--- config.mk ---
export PLATFORM = sky130hd
export DESIGN_NAME = mux8_rr_tx
export DESIGN_NICKNAME = d
export VERILOG_FILES = /design/src/rtl/mux8_rr_tx.sv
export SDC_FILE = /design/constraint.sdc
export NUM_CORES = 1
export LEC_CHECK = 0
export CAP_MARGIN = 20
export CORE_MARGIN = 2
export CORE_UTILIZATION = 50
export CTS_BUF_LIST = sky130_fd_sc_hd__clkbuf_4
export DETAILED_ROUTE_END_ITERATION = 8
export PLACE_DENSITY = 0.94
export REMOVE_ABC_BUFFERS = 1
export SYNTH_ARGS = -nofsm -noshare
export SYNTH_HDL_FRONTEND = slang
export SYNTH_SLANG_ARGS = --single-unit
--- constraint.sdc ---
create_clock -name clk -period 13.64 [get_ports clk]
set_input_delay 4.092 -clock clk [delete_from_list [all_inputs] [get_ports clk]]
set_output_delay 4.092 -clock clk [all_outputs]
set_load 0.01 [all_outputs]
--- src/rtl/mux8_rr_tx.sv ---
// mux8_rr_tx: 8:1 round-robin transmit multiplexer.
// Eight valid/ready producer lanes are arbitrated round-robin. Each accepted word
// is registered onto a single valid/ready output together with its source lane id
// (out_sel), which the far-end 1:8 demux uses as its select.
module mux8_rr_tx #(
  parameter int DATA_W = 8,
  parameter int CNT_W  = 16
) (
  input  logic                clk,
  input  logic                rst,
  input  logic [7:0]          in_valid,
  input  logic [8*DATA_W-1:0] in_data,
  output logic [7:0]          in_ready,
  output logic                out_valid,
  input  logic                out_ready,
  output logic [DATA_W-1:0]   out_data,
  output logic [2:0]          out_sel,
  output logic [CNT_W-1:0]    xfer_count
);

  // Round-robin pointer: the lane searched first on the next load.
  logic [2:0]        ptr;
  logic              load;
  logic              grant_found;
  logic [2:0]        grant_idx;
  logic [DATA_W-1:0] lane_word;

  // Arbitration: first valid lane at or after ptr (mod 8), only when the output can take a word.
  always_comb begin
    load        = !out_valid || out_ready;
    grant_found = 1'b0;
    grant_idx   = 3'd0;
    for (int k = 0; k < 8; k++) begin
      logic [2:0] idx;
      idx = ptr + 3'(k);
      if (!grant_found && in_valid[idx]) begin
        grant_found = 1'b1;
        grant_idx   = idx;
      end
    end
    in_ready = 8'd0;
    if (!rst && load && grant_found) begin
      in_ready[grant_idx] = 1'b1;
    end
    lane_word = in_data[grant_idx*DATA_W +: DATA_W];
  end

  // Output register, pointer advance and transfer statistics.
  always_ff @(posedge clk) begin
    if (rst) begin
      out_valid  <= 1'b0;
      out_data   <= '0;
      out_sel    <= 3'd0;
      ptr        <= 3'd0;
      xfer_count <= '0;
    end else begin
      // The outgoing word completes on the same edge a new one may load, so no bubble.
      if (out_valid && out_ready) begin
        xfer_count <= xfer_count + 1'b1;
      end
      if (load) begin
        if (grant_found) begin
          out_data  <= lane_word;
          out_sel   <= grant_idx;
          out_valid <= 1'b1;
          ptr       <= grant_idx + 3'd1;
        end else begin
          out_valid <= 1'b0;
        end
      end
    end
  end

endmodule

* After elaboration in Yosys (flattened, before gate mapping)
Index checks and enable logic that the tools add are counted.
** Cells by class
- $add $sub $neg :: 9
- $lt $le $gt $ge :: 10
- Shifts and indexed selects :: 1
- Muxes and demuxes :: 36
- Reduce and logical (&&, ||, !) cells :: 22
** Operator list (count)
- $shiftx A64 B7 Y8 :: 1
- $lt A3 B4 Y1 const B :: 9
- $bmux W1 S3 :: 8
- $mux W3 :: 8
- $mux W1 :: 18
- $add A16 B1 Y16 const B :: 1
- $add A3 B3 Y3 const B :: 4
- $logic_and A1 B1 Y1 :: 11
- $logic_not A1 Y1 :: 9
- $mux W8 :: 1
- $add A3 B1 Y3 const B :: 2
- $add A3 B2 Y3 const B :: 2
- $demux W1 S3 :: 1
- $ge A3 B1 Y1 const B :: 1
- $reduce_and A2 Y1 :: 1
- $logic_or A1 B1 Y1 :: 1
** Word-level totals
- Register bits :: 31
- Input bits :: 75
- Logic and storage cells :: 83

* Logic depth before layout (Yosys ltp)
- Word-level depth :: 29
- Depth in mapped cells :: 14

* Worst setup path before layout
Ideal clock, no wire load.
- Path kind :: input -> output
- From :: in in_valid[1]
- To :: out in_ready[0]
- Arrival time :: 6600 ps
- Setup slack :: 2948 ps
- Stages on the path :: 9
- Path through :: mux2_4 -> mux4_2 -> o32ai_4 -> nand3_4 -> a311o_1 -> and2_4 -> or3b_4 -> buf_6 -> nor3_1
** Between the ends
- Word-level cells in the longest chain between the ends :: 29
** RTL lines
- start: declaration :: line 11 : input logic [7:0] in_valid,
- $bmux W1 S3 :: line 36 : if (!grant_found && in_valid[idx]) begin
- $mux W1 (implied by the code) :: line 36
- $mux W1 :: line 36
- $logic_not A1 Y1 :: line 36
- $logic_and A1 B1 Y1 :: line 36
- $mux W1 :: line 36
- $logic_not A1 Y1 :: line 36
- $logic_and A1 B1 Y1 :: line 36
- (+13 left out)
- $logic_not A1 Y1 :: line 36
- $logic_and A1 B1 Y1 :: line 36
- $mux W3 :: line 36
- $lt A3 B4 Y1 (implied by the code) or $ge A3 B1 Y1 (tied branches) :: line 43 : in_ready[grant_idx] = 1'b1;
- $logic_and A1 B1 Y1 (implied by the code) :: line 43
- $mux W1 (implied by the code) :: line 43
- $demux W1 S3 :: line 43
- $mux W8 (*) :: line 42 : if (!rst && load && grant_found) begin
- end: declaration :: line 13 : output logic [7:0] in_ready,
Every way passes the cells marked *; elsewhere a longest branch is shown, timed or not. The select of a mux whose other input is x is not followed.

* Worst setup path after layout
- From :: in in_valid[3]
- To :: out in_ready[7]
Same word-level chain as after synthesis.

==> reports/summary.txt <==
PortBufs -> 110
Critical path capture point type -> primary output
Max-slew violation count -> 0
Total power density per cell area -> 220 mW/mm2
Cells after synthesis -> 315
Highest Clock Rate -> 0.0832 GHz
Total of max-cap violations -> 0
Leakage Power -> 1.47 nW
Unrepaired setup endpoints after global routing -> no
Ordered list of cells on the worst path -> clkdlybuf4s50_1, mux2_4, mux4_2, o32ai_4, nand3_4, o311ai_1, and2_1, and3_1, clkdlybuf4s50_1
Share of synthesized registers carrying an async set or reset -> 0
Post-synth top area share -> 0.213
Drt via density -> 5.98
Worst Setup Start Kind -> primary input
Post-synth cell types -> 60
Critical path class -> in2out
Mean instance size in the synthesized netlist -> 9.26 um2
Leading post-synthesis cells by cell area -> sky130_fd_sc_hd__dfxtp_1, sky130_fd_sc_hd__mux2_2, sky130_fd_sc_hd__mux2i_1, sky130_fd_sc_hd__mux4_2, sky130_fd_sc_hd__mux4_1
Crit-path max FO -> 18
Area of the multi-input gates -> 0.00216 mm2
Critical Path Slowest Stage Cell -> sky130_fd_sc_hd__and2_1
Global-route wire length before repair -> 13100 um
DRC Markers -> 0
FF+latch area -> 621 um2
Ratio of final minimum period to clock period -> 0.882
Ant diodes -> 0
Synthesis warning total -> 0
Cell at the root of the clock tree -> sky130_fd_sc_hd__clkbuf_4
Antenna violations before repair -> 0
Initial standard-cell utilization of the core -> 0.523
Post-detailed-placement half-perimeter wirelength -> 6090 um
Total non-filler cell area in the finished layout -> 0.00406 mm2
Setup slack at placement -> 1.67 ns
Ratio of cells with drive above 1 in the final layout -> 0.140
Sequential fraction of design power -> 0.149
Worst voltage drop across the vdd grid -> 0.162 mV
Min Clock Period, post-route -> 12.03 ns
Placed Instance Area -> 0.00401 mm2
Routed WL -> 7970 um
DR pass1 iterations -> 4
Main flop type after synthesis -> sky130_fd_sc_hd__dfxtp_1
Worst-path clk slew -> 0.09 ns
Cell type with the largest total area after synthesis -> sky130_fd_sc_hd__dfxtp_1
Post-Syn Area -> 0.00292 mm2
Total number of nets in the final design -> 490
Clock share of power -> 0.059
# clock sinks -> 31
Class of the worst hold path -> reg2reg
Peak per-stage delay on the critical path -> 0.63 ns
Average routed wire per standard cell -> 16.4 um
Post-Route Skew -> 0.00607 ns
Maximum number of pins on one net before global-route repair -> 29
Number of hold buffers added after CTS -> 0
Total global routing track utilization -> 0.254
Worst EP arrival -> 7.93 ns
Internal power -> 469 uW
Count of flip-flops with a built-in enable after synthesis -> 0
Starting DRT DRC Count -> 180
List of most frequent post-synthesis cells -> sky130_fd_sc_hd__nor2_1, sky130_fd_sc_hd__dfxtp_1, sky130_fd_sc_hd__mux2i_1
Transition time at the pin with the least slew margin -> 0.880 ns
Number of synthesized register bits -> 31
Switching power total -> 422 uW
Crit path setup slack, layout -> 1.61 ns
Count of boundary I/O pins -> 111
Setup Viol. Count Final -> 0
Die height -> 80.4 um
GR Overflow Total -> 0
Count of fill cells added during filler insertion -> 413
Num CTS Buffers -> 5
Sequential share of the synthesized area -> 0.213
Worst hold slack across all endpoints -> 0.500 ns
Later-pin clock latency in the skew report -> 0.35 ns
Number of global-route vias before repair -> 2871
Post-CTS sizing -> 0
Fin. Hold Viols -> 0
Maximum clock insertion buffer count -> 2
Synth-to-Final Area Change -> 39.1%
Floorplan die area -> 0.00646 mm2
Remaining antenna violation count after routing -> 0
Relative slew slack -> 0.411
Crit path top cell by count -> sky130_fd_sc_hd__clkdlybuf4s50_1
Post-CTS Repair Setup Buffers -> 0
Clock tree from TritonCTS -> built
Core Footprint -> 0.00557 mm2
Standard-cell row count -> 27
Total negative setup slack -> 0 ns
Die Wd -> 80.4 um
Required @ worst endpoint -> 9.55 ns
Via count of the routed design -> 2902
Result of the run -> finished, final reports clean
Net Sw Frac -> 0.474
CTS H-Tree Depth -> 2
Gp weighted congestion -> 0.934
Logic gate share of total power -> 0.792
Most common cell in the netlist -> sky130_fd_sc_hd__nor2_1
[flip-flops by register name, indices dropped and copies added, names as in the netlist]
signal / count
xfer_count: 16
out_data: 8
out_sel: 3
ptr: 3
out_valid: 1
[cell type report]
| class | count | area share |
|---|---|---|
| Multi-Input combinational cell | 256 | 0.531 |
| Timing Repair Buffer | 112 | 0.275 |
| Sequential cell | 31 | 0.153 |
| Tap cell | 72 | 0.0222 |
| Clock buffer | 5 | 0.00925 |
| Inverter | 6 | 0.00555 |
| Clock inverter | 3 | 0.00370 |
[worst paths after layout]
| check | start | to | slack, ns | depth (start not counted) |
|---|---|---|---|---|
| worst max-delay path | in_valid[3] | in_ready[7] | 1.61 | 9 |
| worst min-delay path | xfer_count[1] | xfer_count[1] | 0.50 | 2 |
| worst max register to register | ptr[1] | out_data[2] | 8.31 | 11 |
| worst min register to register | xfer_count[1] | xfer_count[1] | 0.50 | 2 |
[logic make-up (layout without fill, tap and decap cells)]
family / count (synthesis) / after routing / synth area share
flops: 31 / 31 / 0.213
compound gates: 51 / 51 / 0.143
fa+ha+maj: 3 / 3 / 0.0129
mux: 74 / 74 / 0.335
simple gates: 110 / 110 / 0.192
buf+inv: 28 / 126 / 0.0506
xor+xnor: 18 / 18 / 0.0541
[per-layer routing]
metal / wire, um / share of wire / vias up / GRT usage
met5: 0 / 0 / - / 0
met4: 242 / 0.030 / 0 / 0.120
met3: 445 / 0.056 / 28 / 0.0528
met2: 4120 / 0.52 / 117 / 0.440
met1: 3170 / 0.40 / 1359 / 0.299
li1: - / - / 1398 / -
[worst max-delay path: cells and delay by family]
family / cells / cell delay [ns]
compound gates: 2 / 0.84
buf+inv: 2 / 1.10
mux: 2 / 0.86
simple gates: 3 / 1.04
[power groups by stage]
stage	clock, mW	sequential (mW)	combinational [mW]
after global routing	0.0580	0.136	0.762
after CTS	0.0542	0.132	0.699
after floorplan	0	0.143	0.508
final	0.0525	0.133	0.706
after global placement	0	0.133	0.680
after detailed placement	0	0.134	0.695
[placed cells by master, fill, tap and decap left out, types with 9 or more instances in the layout]
| cell type | synthesis | layout |
|---|---|---|
| sky130_fd_sc_hd__clkdlybuf4s50_1 | 0 | 110 |
| sky130_fd_sc_hd__nor2_1 | 33 | 33 |
| sky130_fd_sc_hd__dfxtp_1 | 31 | 31 |
| sky130_fd_sc_hd__mux2i_1 | 30 | 30 |
| sky130_fd_sc_hd__mux2_2 | 29 | 29 |
| sky130_fd_sc_hd__nand2_1 | 24 | 24 |
| sky130_fd_sc_hd__nand3_1 | 19 | 19 |
| sky130_fd_sc_hd__xor2_1 | 14 | 14 |
| sky130_fd_sc_hd__mux4_2 | 9 | 9 |
| sky130_fd_sc_hd__o211ai_1 | 9 | 9 |
| sky130_fd_sc_hd__a32oi_1 | 9 | 9 |
[metrics by stage]
stage,total power [mW],cells,util
2_1_floorplan,0.650,293,-
3_3_place_gp,0.813,477,0.719
3_5_place_dp,0.829,477,0.719
4_1_cts,0.886,485,0.728
5_1_grt,0.955,485,0.728
6_report,0.891,485,0.728
No activity file was read; power rests on OpenSTA's default activity.
